**config.mk**
```make
export PLATFORM = sky130hd
export DESIGN_NAME = pipe_adder
export DESIGN_NICKNAME = d
export VERILOG_FILES = /design/src/rtl/pipe_adder.sv
export SDC_FILE = /design/constraint.sdc
export NUM_CORES = 1
export LEC_CHECK = 0
export CORE_UTILIZATION = 40
export DETAILED_ROUTE_END_ITERATION = 10
export GPL_TIMING_DRIVEN = 0
export HOLD_SLACK_MARGIN = 0.15
export PLACE_DENSITY = 0.7
export SYNTH_ARGS = -nofsm -noshare
export SYNTH_HDL_FRONTEND = slang
export SYNTH_SLANG_ARGS = --single-unit
```
**constraint.sdc**
```tcl
create_clock -name clk -period 1.6 [get_ports clk]
set_input_delay 0.24 -clock clk [delete_from_list [all_inputs] [get_ports clk]]
set_output_delay 0.24 -clock clk [all_outputs]
set_load 0.005 [all_outputs]
```
**src/rtl/pipe_adder.sv**
```systemverilog
// pipe_adder: pipelined carry-segmented adder/subtractor, one SEG-bit slice per stage.
// Bubble-collapsing valid/ready pipeline; results are driven from the last-stage registers.
module pipe_adder #(
  parameter int WIDTH = 16,
  parameter int SEG   = 4
) (
  input  logic             clk,
  input  logic             rst_n,
  input  logic             in_valid,
  output logic             in_ready,
  input  logic [WIDTH-1:0] a,
  input  logic [WIDTH-1:0] b,
  input  logic             ci,
  input  logic             sub,
  output logic             out_valid,
  input  logic             out_ready,
  output logic [WIDTH-1:0] sum,
  output logic             co,
  output logic             ovf
);
  localparam int STAGES = WIDTH / SEG;

  if ((WIDTH % SEG) != 0) begin : g_bad_seg
    $error("pipe_adder: WIDTH must be a multiple of SEG");
  end

  logic [STAGES-1:0] v_q;
  logic [STAGES-1:0] v_d;
  logic [WIDTH-1:0]  a_q   [STAGES];
  logic [WIDTH-1:0]  a_d   [STAGES];
  logic [WIDTH-1:0]  b_q   [STAGES];
  logic [WIDTH-1:0]  b_d   [STAGES];
  logic [WIDTH-1:0]  sum_q [STAGES];
  logic [WIDTH-1:0]  sum_d [STAGES];
  logic [STAGES-1:0] c_q;
  logic [STAGES-1:0] c_d;

  logic [STAGES-1:0] load_s;
  logic [WIDTH-1:0]  fa_s   [STAGES];
  logic [WIDTH-1:0]  fb_s   [STAGES];
  logic [WIDTH-1:0]  fsum_s [STAGES];
  logic [STAGES-1:0] fc_s;
  logic [STAGES-1:0] fv_s;
  logic [SEG:0]      slice_s [STAGES];

  // Ready chain: stage k may load unless it and every later stage is full and the output stalls.
  always_comb begin
    load_s = '0;
    for (int k = 0; k < STAGES; k++) begin
      load_s[k] = out_ready || !(&(v_q | ({STAGES{1'b1}} >> (STAGES - k))));
    end
  end

  // Stage inputs: operand prep for stage 0, previous stage register for the rest.
  always_comb begin
    fa_s[0]   = a;
    fb_s[0]   = sub ? ~b : b;
    fsum_s[0] = '0;
    fc_s      = '0;
    fv_s      = '0;
    fc_s[0]   = sub ? ~ci : ci;
    fv_s[0]   = in_valid && load_s[0];
    for (int k = 1; k < STAGES; k++) begin
      fa_s[k]   = a_q[k-1];
      fb_s[k]   = b_q[k-1];
      fsum_s[k] = sum_q[k-1];
      fc_s[k]   = c_q[k-1];
      fv_s[k]   = v_q[k-1];
    end
  end

  // Per-stage slice add; a stage whose load is low keeps everything it holds.
  always_comb begin
    v_d = v_q;
    c_d = c_q;
    for (int k = 0; k < STAGES; k++) begin
      slice_s[k] = {1'b0, fa_s[k][k*SEG +: SEG]} + {1'b0, fb_s[k][k*SEG +: SEG]}
                 + {{SEG{1'b0}}, fc_s[k]};
      if (load_s[k]) begin
        a_d[k]                  = fa_s[k];
        b_d[k]                  = fb_s[k];
        sum_d[k]                = fsum_s[k];
        sum_d[k][k*SEG +: SEG]  = slice_s[k][SEG-1:0];
        c_d[k]                  = slice_s[k][SEG];
        v_d[k]                  = fv_s[k];
      end else begin
        a_d[k]   = a_q[k];
        b_d[k]   = b_q[k];
        sum_d[k] = sum_q[k];
        c_d[k]   = c_q[k];
        v_d[k]   = v_q[k];
      end
    end
  end

  // Pipeline registers.
  always_ff @(posedge clk or negedge rst_n) begin
    if (!rst_n) begin
      v_q <= '0;
      c_q <= '0;
      for (int k = 0; k < STAGES; k++) begin
        a_q[k]   <= '0;
        b_q[k]   <= '0;
        sum_q[k] <= '0;
      end
    end else begin
      v_q <= v_d;
      c_q <= c_d;
      for (int k = 0; k < STAGES; k++) begin
        a_q[k]   <= a_d[k];
        b_q[k]   <= b_d[k];
        sum_q[k] <= sum_d[k];
      end
    end
  end

  assign in_ready  = load_s[0];
  assign out_valid = v_q[STAGES-1];
  assign sum       = sum_q[STAGES-1];
  assign co        = c_q[STAGES-1];
  // Overflow from the carried operand MSBs (B already inverted for subtract).
  assign ovf       = (a_q[STAGES-1][WIDTH-1] == b_q[STAGES-1][WIDTH-1])
                  && (sum_q[STAGES-1][WIDTH-1] != a_q[STAGES-1][WIDTH-1]);
endmodule
```
==> flow_summary_export.csv <==
group,metric,value,unit
yosys,synth_nets,423,
yosys,synthesis.area,0.00435,mm²
setup_path,critPathBufInv,0,
layout,layout_filler_cell_count,906,
clocking,clkSlewWorstSetupHoldPaths,0.09,ns
drt,totalWireLength,8.58,mm
timing,timing.final.max_slew_violations,0,
job,drv.max_cap_violation_count,0,
setup_path,crit_path_max_incr_delay,0.41,ns
timing,timing_hold_violations_final,0,
die,io_pins,58,
layout,final_cells,592,
die,floorplan.rows,37,
layout,flow.area_growth_from_synthesis,30.0,%
timing,final.setup_skew,0.0145,ns
die,start_util,41.7,%
pwr,power.leakage,0.00252,µW
yosys,synthTopCellsByArea,"sky130_fd_sc_hd__dfrtp_1 56%, sky130_fd_sc_hd__mux2_2 8.5%, sky130_fd_sc_hd__nand2_1 5.7%, sky130_fd_sc_hd__fa_1 3.7%, sky130_fd_sc_hd__mux2_1 3.6%",
layout,final_design_area_no_fill,0.00565,mm²
yosys,synth_seq_cells,98,
clocking,tritoncts,"done",
drt,remaining_drc_errors,0,
setup_path,startpoint_type,"flip-flop",
timing,total_of_endpoints_with_negative_setup_slack_in_the_final_report,6,
drt,antenna_violating_nets_post_route,0,
grt,grt_max_degree,55,
setup_path,worstPathCellList,"fa_2 -> fa_2 -> a21o_1 -> a21oi_2 -> a21oi_1",
layout,layout_commonest_cell,"sky130_fd_sc_hd__dfrtp_1",
yosys,yosysWarningCount,0,
die,chipHeight,106,µm
setup_path,worst-setup-path-type,"reg -> reg",
setup_path,cp-startpoint,"a_q[52]",
drt,met2_wirelength,4.16,mm
timing,max_slew.worst_pin.slew,0.590,ns
grt,via_count_of_the_first_global_routing_pass,2997,
grt,track_usage,16.4,%
grt,grt_antenna_before_repair,0,
drt,drt-met1-wl,3.94,mm
layout,final_util,54.2,%
setup_path,path_delay_family,"adder cells",
layout,mostFrequentLayoutCells,"96 x sky130_fd_sc_hd__dfrtp_1, 66 x sky130_fd_sc_hd__nand2_1, 48 x sky130_fd_sc_hd__clkdlybuf4s50_1, 32 x sky130_fd_sc_hd__mux2_2, 22 x sky130_fd_sc_hd__buf_4",
yosys,synth.mux.area_fraction,12.4,%
timing,maxClockFrequency,0.598,GHz
grt,grt_pass1_wl,14.3,mm
setup_path,worst-endpoint-required,1.83,ns
grt,globalRouteOverflowTotal,0,
setup_path,critical-path-top-cell-by-count,"sky130_fd_sc_hd__fa_2",
drt,drtPass1Iterations,4,
die,design.die.area,0.0113,mm²
timing,final_period_minus_worst_setup_slack,1.67,ns
yosys,synth_top_family_by_area,"multiplexers",
setup_path,worst-path-max-fanout,2,
drt,routed-via-count,2907,
placed_design,total_of_buffers_placed_on_input_and_output_ports,56,
yosys,fraction_of_post_synthesis_cell_area_in_the_top_cell_type_by_area,56.4,%
worst_hold_path,min_path_type,"in -> reg",
timing,relSlewSlack,60.6,%
clocking,worst_skew_pair.late_latency,0.36,ns
pwr,power_density,1430,mW/mm²
yosys,synth_sequential_area_ratio,56.4,%
layout,drive_above_1_share,24.6,%
yosys,post_synth_num_cell_types,36,
drt,detailedRoute.firstIterationViolations,87,
run_status,failed_checks,"setup timing",
yosys,netlist_instances,365,
setup_path,cp_max_delay_cell,"sky130_fd_sc_hd__dfrtp_1",
drt,top_signal_layer_used,"met4",
layout,insertedDiodeCount,0,
yosys,synthXorXnorAreaFrac,4.23,%
die,core_footprint,0.0104,mm²
placed_design,postPlaceCellArea,0.00516,mm²
drt,via_per_inst,4.91,
yosys,synth_top_cell_by_area,"sky130_fd_sc_hd__dfrtp_1",
timing,timing.final.ws_setup,-0.0735,ns
clocking,cts.path.max_buffers,2,
drt,met3_length,277,µm
clocking,clock-root-buffer,"sky130_fd_sc_hd__clkbuf_8",
clocking,htreeDepth,3,
yosys,synth_area_per_cell,11.9,µm²
setup_path,crit_arrival,1.91,ns
yosys,synth-simple-area-share,11.3,%
clocking,clock_sinks,98,
timing,fin_hold_ws,0.308,ns
setup_path,setup.worst_path.end_class,"flip-flop",
setup_path,worst_r2r_startpoint,"a_q[52]",
layout,fin_nets,510,
placed_design,dp.final_hpwl,6.00,mm
timing,rsz0062_at_grt,"yes",
clocking,num_cts_buffers,9,
yosys,yosys.area_share.adder,7.14,%
drt,avgRoutedWirePerCell,14.5,µm
pwr,power.ir.vdd_worst,642,µV
timing,fin_crit_sh,105,%
yosys,synth-compound-area-share,5.47,%
worst_hold_path,worst_hold_startpoint,"sub",
placed_design,globalplace.congestion,0.803,
die,fp.dieW,106,µm
placed_design,dpl.cell_count,558,
run_status,run_status,"finished with violations",
[flip-flops by register name, indices dropped and copies added (netlist names)]
register and flops:
v_q 4, c_q 4, fsum_s 24, b_q 25, sum 16, a_q 25
[routing by layer]
layer / vias up / GRT usage, %
li1: 1398 / -
met1: 1433 / 21.2
met2: 59 / 26.7
met3: 17 / 3.99
met4: 0 / 6.35
met5: - / 0
[power by group]
part / internal (µW) / switching [µW] / total [µW]
clock network: 1200 / 859 / 2060
registers: 3210 / 441 / 3650
logic: 1430 / 946 / 2380
total: 5840 / 2250 / 8080
[through the flow]
| step | setup slack [ns] | total power, µW | setup TNS (ns) |
|---|---|---|---|
| 6_report | -0.0735 | 8080 | -0.290 |
| 5_1_grt | -0.136 | 8580 | -1.01 |
| 4_1_cts | -0.135 | 8070 | -0.569 |
| 3_5_place_dp | -0.704 | 5910 | -23.35 |
| 3_3_place_gp | -3.30 | 5800 | -345.57 |
| 2_1_floorplan | -0.387 | 4870 | -0.964 |
[cells by family (layout without fill, tap and decap cells)]
logic type,count (synthesis),after routing
xor gates and xnor gates,21,21
AOI/OAI and AO/OA,41,41
adders and majority gates,20,20
muxes,48,48
buffers and inverters,28,119
and+or+nand+nor,109,109
DFF,98,98
[final cells by class]
class | instances | area, µm² | area share, %
clock buffer | 9 | 124 | 2.19
clock inverter | 6 | 138 | 2.44
buffer | 15 | 115 | 2.04
sequential | 98 | 2450 | 43.5
tap | 136 | 170 | 3.01
timing repair buffer | 79 | 746 | 13.2
multi-input combinational | 239 | 1860 | 33.0
inverter | 10 | 37.5 | 0.664
[synthesized netlist by cell type]
cell,n
sky130_fd_sc_hd__a211oi_1,1
sky130_fd_sc_hd__a21o_1,3
sky130_fd_sc_hd__a21oi_1,12
sky130_fd_sc_hd__a221oi_1,2
sky130_fd_sc_hd__a31oi_1,1
sky130_fd_sc_hd__and2_4,1
sky130_fd_sc_hd__and3_1,1
sky130_fd_sc_hd__and4_1,1
sky130_fd_sc_hd__and4b_1,1
sky130_fd_sc_hd__buf_2,11
sky130_fd_sc_hd__buf_6,2
sky130_fd_sc_hd__clkbuf_1,5
sky130_fd_sc_hd__dfrtp_1,98
sky130_fd_sc_hd__fa_1,8
sky130_fd_sc_hd__ha_1,12
sky130_fd_sc_hd__inv_1,10
sky130_fd_sc_hd__mux2_1,14
sky130_fd_sc_hd__mux2_2,33
sky130_fd_sc_hd__mux2i_1,1
sky130_fd_sc_hd__nand2_1,66
sky130_fd_sc_hd__nand2b_1,5
sky130_fd_sc_hd__nand3_1,17
sky130_fd_sc_hd__nand3b_1,1
sky130_fd_sc_hd__nand4b_1,1
sky130_fd_sc_hd__nor2_1,9
sky130_fd_sc_hd__nor2b_1,3
sky130_fd_sc_hd__nor3_1,1
sky130_fd_sc_hd__nor3b_1,1
sky130_fd_sc_hd__o2111ai_1,1
sky130_fd_sc_hd__o21ai_0,16
sky130_fd_sc_hd__o21ai_1,2
sky130_fd_sc_hd__o21ba_2,1
sky130_fd_sc_hd__o31ai_1,2
sky130_fd_sc_hd__or4b_1,1
sky130_fd_sc_hd__xnor2_1,15
sky130_fd_sc_hd__xor2_1,6
[final timing paths]
check	slack (ns)	to	cells after the start
min in group asynchronous	0.41	sum[0]	2
worst min register to register	0.47	b_q[46]	2
worst max register to register	-0.07	c_q[1]	5
worst max-delay path	-0.07	c_q[1]	5
worst min-delay path	0.31	b_q[53]	4
max in group asynchronous	0.51	v_q[0]	3
[tightest hold or removal path: cells and delay by family]
kind            cells  cell delay (ns)
xor+xnor            1             0.10
buf+inv             2             0.23
compound gates      1             0.06
[repair_timing]
| action | 4_1_cts | 5_1_grt |
|---|---|---|
| gates resized for setup | 18 | 25 |
| endpoints found under the setup margin | 26 | 44 |
| hold buffers | 1 | 0 |
| endpoints found under the hold margin | 44 | 0 |
| pin swaps | 17 | 13 |
| setup buffers | 11 | 10 |
(Power assumes the default switching activity.)
==> RTL change 1: new RTL, same flow settings <==
Reset style: synchronous (`rst_n`), changed in one clocked block.
--- a/src/rtl/pipe_adder.sv
+++ b/src/rtl/pipe_adder.sv
@@ -94,7 +94,7 @@
   end
 
   // Pipeline registers.
-  always_ff @(posedge clk or negedge rst_n) begin
+  always_ff @(posedge clk) begin
     if (!rst_n) begin
       v_q <= '0;
       c_q <= '0;
Formal check against the unedited RTL: differs if rst_n is asserted again (counterexample within 10 cycles, from zero or initial values and one cycle with rst_n low); with rst_n held inactive, the same outputs for 10 cycles.
==> RTL change 1 against the original RTL <==
Fmax is 2.3% lower; design area is 4.7% lower; critical path type is now reg2out; first-iteration DRC count is 26% higher; the flow still finishes with violations (negative setup slack); sequential cell count stayed put; largest cell class is now multi-input combinational cells; worst setup slack worse by 0.039 ns; highest routed layer unchanged; wire length is 10% higher; area after synthesis is 1.4% lower.
Power is not compared: it rests on default switching activity, and its combinational part moved more than twofold at a synthesized area within 25%.
==> RTL change 1: results <==
set metrics [dict create \
    slowest_delay_ns 0.36 \
    layout_setup_ws_ns -0.112 \
    synth_ff_type "dfxtp_1" \
    seq_area_frac_synth_pct 45.8 \
    status "finished, violations left" \
    synthTopCellsByCount "nand2_1, dfxtp_1, a21boi_0, clkbuf_1" \
    skew_ns 0.0118 \
    synthAdderAreaFrac_pct 7.24 \
    grt_pass1_wl_mm 16.0 \
    max-slew-margin-rel_pct 65.6 \
    grt_max_degree 16 \
    worstPathArrival_ns 1.47 \
    critPathMaxFanout 4 \
    synthDistinctLibCells 38 \
    layout-drive-gt1-share_pct 12.8 \
    crit_path_top_delay_cell "dfxtp_2" \
    synthXorXnorAreaFrac_pct 4.29 \
    finalSetupViolCount 2 \
    finish.utilization_pct 51.9 \
    ff2ff_setup_slack_ns -0.01 \
    hold_path_end "b_q[0][9]" \
    synth_compound_gate_area_share_pct 20.6 \
    fin_nets 603 \
    dp.final_hpwl_mm 6.97 \
    async_flop_share_pct 0 \
    violations "negative setup slack" \
    gp_congestion 0.794 \
    synth_mux_area_share_pct 0 \
    r2r-start "c_q[2]" \
    vias 3312 \
]
-- RTL change 1: through the flow --
stage | setup TNS, ns | std cells | setup WS [ns] | hold WS [ns]
after detailed placement | -31.49 | 666 | -0.802 | 0.445
final | -0.127 | 685 | -0.112 | 0.327
after global placement | -29.52 | 666 | -0.793 | 0.440
after floorplan | -1.00 | 474 | -0.294 | 0.364
after CTS | -0.136 | 687 | -0.120 | 0.269
after global routing | -0.295 | 685 | -0.156 | 0.347
-- RTL change 1: worst max-delay path by stage --
| stage | startpoint | endpoint | slack [ns] |
|---|---|---|---|
| 4_1_cts | v_q[2] | in_ready | -0.12 |
| 2_1_floorplan | sub | c_q[0] | -0.29 |
| 3_3_place_gp | out_ready | in_ready | -0.79 |
| 3_5_place_dp | out_ready | in_ready | -0.80 |
| 5_1_grt | v_q[2] | in_ready | -0.16 |
| 6_report | v_q[2] | in_ready | -0.11 |
-- RTL change 1: kinds of logic (layout without fill, tap and decap cells) --
kind of cell | Yosys count | in the layout
simple gates | 181 | 181
compound gates | 117 | 117
flops | 98 | 98
buf+inv | 37 | 112
xor+xnor | 21 | 21
fa+ha+maj | 20 | 20
-- RTL change 1: repair_timing --
action / 4_1_cts / 5_1_grt
resized for setup: 28 / 25
setup buffers: 7 / 1
pin swaps: 15 / 15
setup endpoints to repair: 42 / 65
-- RTL change 1: cell type report --
class | count | area share (%)
clock buffer | 11 | 2.63
tap | 136 | 3.16
inverter | 4 | 0.372
buffer | 29 | 3.51
multi-input combinational | 339 | 40.7
timing repair buffer | 64 | 11.5
sequential | 98 | 36.7
clock inverter | 4 | 1.42
-- RTL change 1: power by group through the flow --
stage | Combinational (mW) | Clock (mW) | Sequential [mW]
CTS | 0.603 | 1.77 | 2.68
global route | 0.684 | 1.85 | 2.70
global placement | 0.577 | 0 | 2.74
detailed placement | 0.587 | 0 | 2.74
finish | 0.604 | 1.73 | 2.69
floorplan | 0.371 | 0 | 2.71
-- RTL change 1: worst reg2reg max path: stages, from the launching register on --
cell	delay (ns)
dfxtp_2	0.35
fa_2	0.41
fa_2	0.36
a21o_1	0.19
a21oi_2	0.13
a21oi_1	0.07
-- RTL change 1: per-layer routing --
metal,vias up,track usage [%],part of all wire [%]
li1,1711,-,-
met1,1509,24.1,48
met2,85,31.2,47
met3,7,2.47,4.3
met4,0,6.25,0.97
met5,-,0,0
==> RTL change 2: new RTL, config.mk and constraints unchanged <==
Made on the original files. Change the parameter `WIDTH` from 16 to 32.
--- a/src/rtl/pipe_adder.sv
+++ b/src/rtl/pipe_adder.sv
@@ -1,7 +1,7 @@
 // pipe_adder: pipelined carry-segmented adder/subtractor, one SEG-bit slice per stage.
 // Bubble-collapsing valid/ready pipeline; results are driven from the last-stage registers.
 module pipe_adder #(
-  parameter int WIDTH = 16,
+  parameter int WIDTH = 32,
   parameter int SEG   = 4
 ) (
   input  logic             clk,
Interface: changed (resized a, b and sum); port bits go from 58 to 106. No check against the original RTL was run, so the function may have changed too.
==> RTL change 2 against the original RTL <==
Clock skew down 0.0033 ns; worst setup slack worse by 0.27 ns; area after synthesis rose to 3.6 times the old value; the run still ends with negative setup slack left; total power rose to 4.1 times the old value; critical endpoint is now in_ready; critical path type is now reg2out; design area rose to 3.5 times the old value; sequential cell count up 288; register-to-register slack worse by 0.26 ns; via count rose to 3.1 times the old value; non-clock buffer count up 112; wire length rose to 3.6 times the old value; global-route usage down 0.55 points; sequential share of layout area up 5.3 points.
==> RTL change 2: results <==
set metrics [dict create \
    grtUsageMet2_pct 27.0 \
    dp.final_hpwl_mm 21.6 \
    synth_compound_gate_area_share_pct 3.18 \
    grt_usage_pct 15.9 \
    placed_area_um2 17600 \
    vias 9076 \
    synthXorXnorAreaFrac_pct 2.72 \
    synthCells 1194 \
    grt_pass1_vias 9776 \
    seq_area_frac_synth_pct 61.2 \
    synth_mux_area_share_pct 18.6 \
    post_drt_wl_per_cell_um 16.1 \
    syn_nets 1304 \
    slowest_delay_ns 0.37 \
    layout_setup_ws_ns -0.345 \
    worst_pin_slew_ns 0.600 \
    cts_root_buffer "clkbuf_16" \
    peakVddDrop_v 0.000728 \
    nFillCells 3343 \
    ys_top_cells_by_area "dfrtp_1, mux2_2, nand2_1, mux2_4, fa_1" \
    finalSetupViolCount 229 \
    violations "negative setup slack" \
    path_delay_family "buffers and inverters" \
    p_leak_nw 9.10 \
    cts_buffer_depth 3 \
    gp_congestion 0.778 \
    status "finished, violations left" \
    final_cells 1930 \
    clk_latency_ns 0.51 \
    use_met1_pct 21.5 \
    grt_pass1_wl_mm 52.0 \
    skew_ns 0.0112 \
    synthAdderAreaFrac_pct 3.93 \
    worstPathArrival_ns 1.71 \
    htreeDepth 2 \
    synthTopCellsByCount "dfrtp_1, nand2_1, mux2_2, a21oi_1, nor2_1" \
    fin_tns_setup_ns -33.75 \
]
[RTL change 2: per-layer routing]
| metal | share of wire, % | vias to the layer above |
|---|---|---|
| met5 | 0 | - |
| met4 | 1.6 | 0 |
| met3 | 3.2 | 35 |
| met2 | 49 | 134 |
| met1 | 46 | 4526 |
| li1 | - | 4381 |
[RTL change 2: final cells by class]
class / instances / share of cell area, %
clock inverter: 8 / 0.581
tap: 518 / 3.27
inverter: 28 / 0.531
clock buffer: 62 / 5.98
buffer: 56 / 3.06
sequential: 386 / 48.8
multi-input combinational: 722 / 29.5
timing repair buffer: 150 / 8.31
[RTL change 2: timing repair]
| item | 4_1_cts | 5_1_grt |
|---|---|---|
| resized for setup | 158 | 21 |
| hold buffers | 6 | 0 |
| pin swaps | 16 | 2 |
| cloned | 5 | 2 |
| setup buffers | 29 | 5 |
| endpoints found under the hold margin | 266 | 0 |
| setup endpoints to repair | 330 | 491 |
[RTL change 2: power breakdown]
part	total, mW	leakage [nW]	switching [mW]	internal [mW]
logic	9.16	3.93	3.89	5.27
registers	15.1	4.53	2.06	13.1
clock network	9.10	0.640	3.55	5.55
total	33.4	9.10	9.50	23.9
[RTL change 2: path summary, 6_finish.rpt]
kind,from,to,slack [ns],cells after the start
setup / recovery,v_q[5],in_ready,-0.35,6
hold / removal,sub,b_q[251],0.22,4
setup reg to reg,v_q[7],fsum_s[101],-0.33,8
hold reg to reg,v_q[1],v_q[2],0.46,1
max in group asynchronous,rst_n,fsum_s[50],0.18,7
min in group asynchronous,rst_n,a_q[233],0.71,5
[RTL change 2: metrics by stage]
stage / setup slack (ns) / util, %
6_report: -0.345 / 51.1
5_1_grt: -0.400 / 51.1
4_1_cts: -0.324 / 50.9
3_5_place_dp: -0.955 / 45.5
3_3_place_gp: -15.87 / 45.3
2_1_floorplan: -0.247 / -
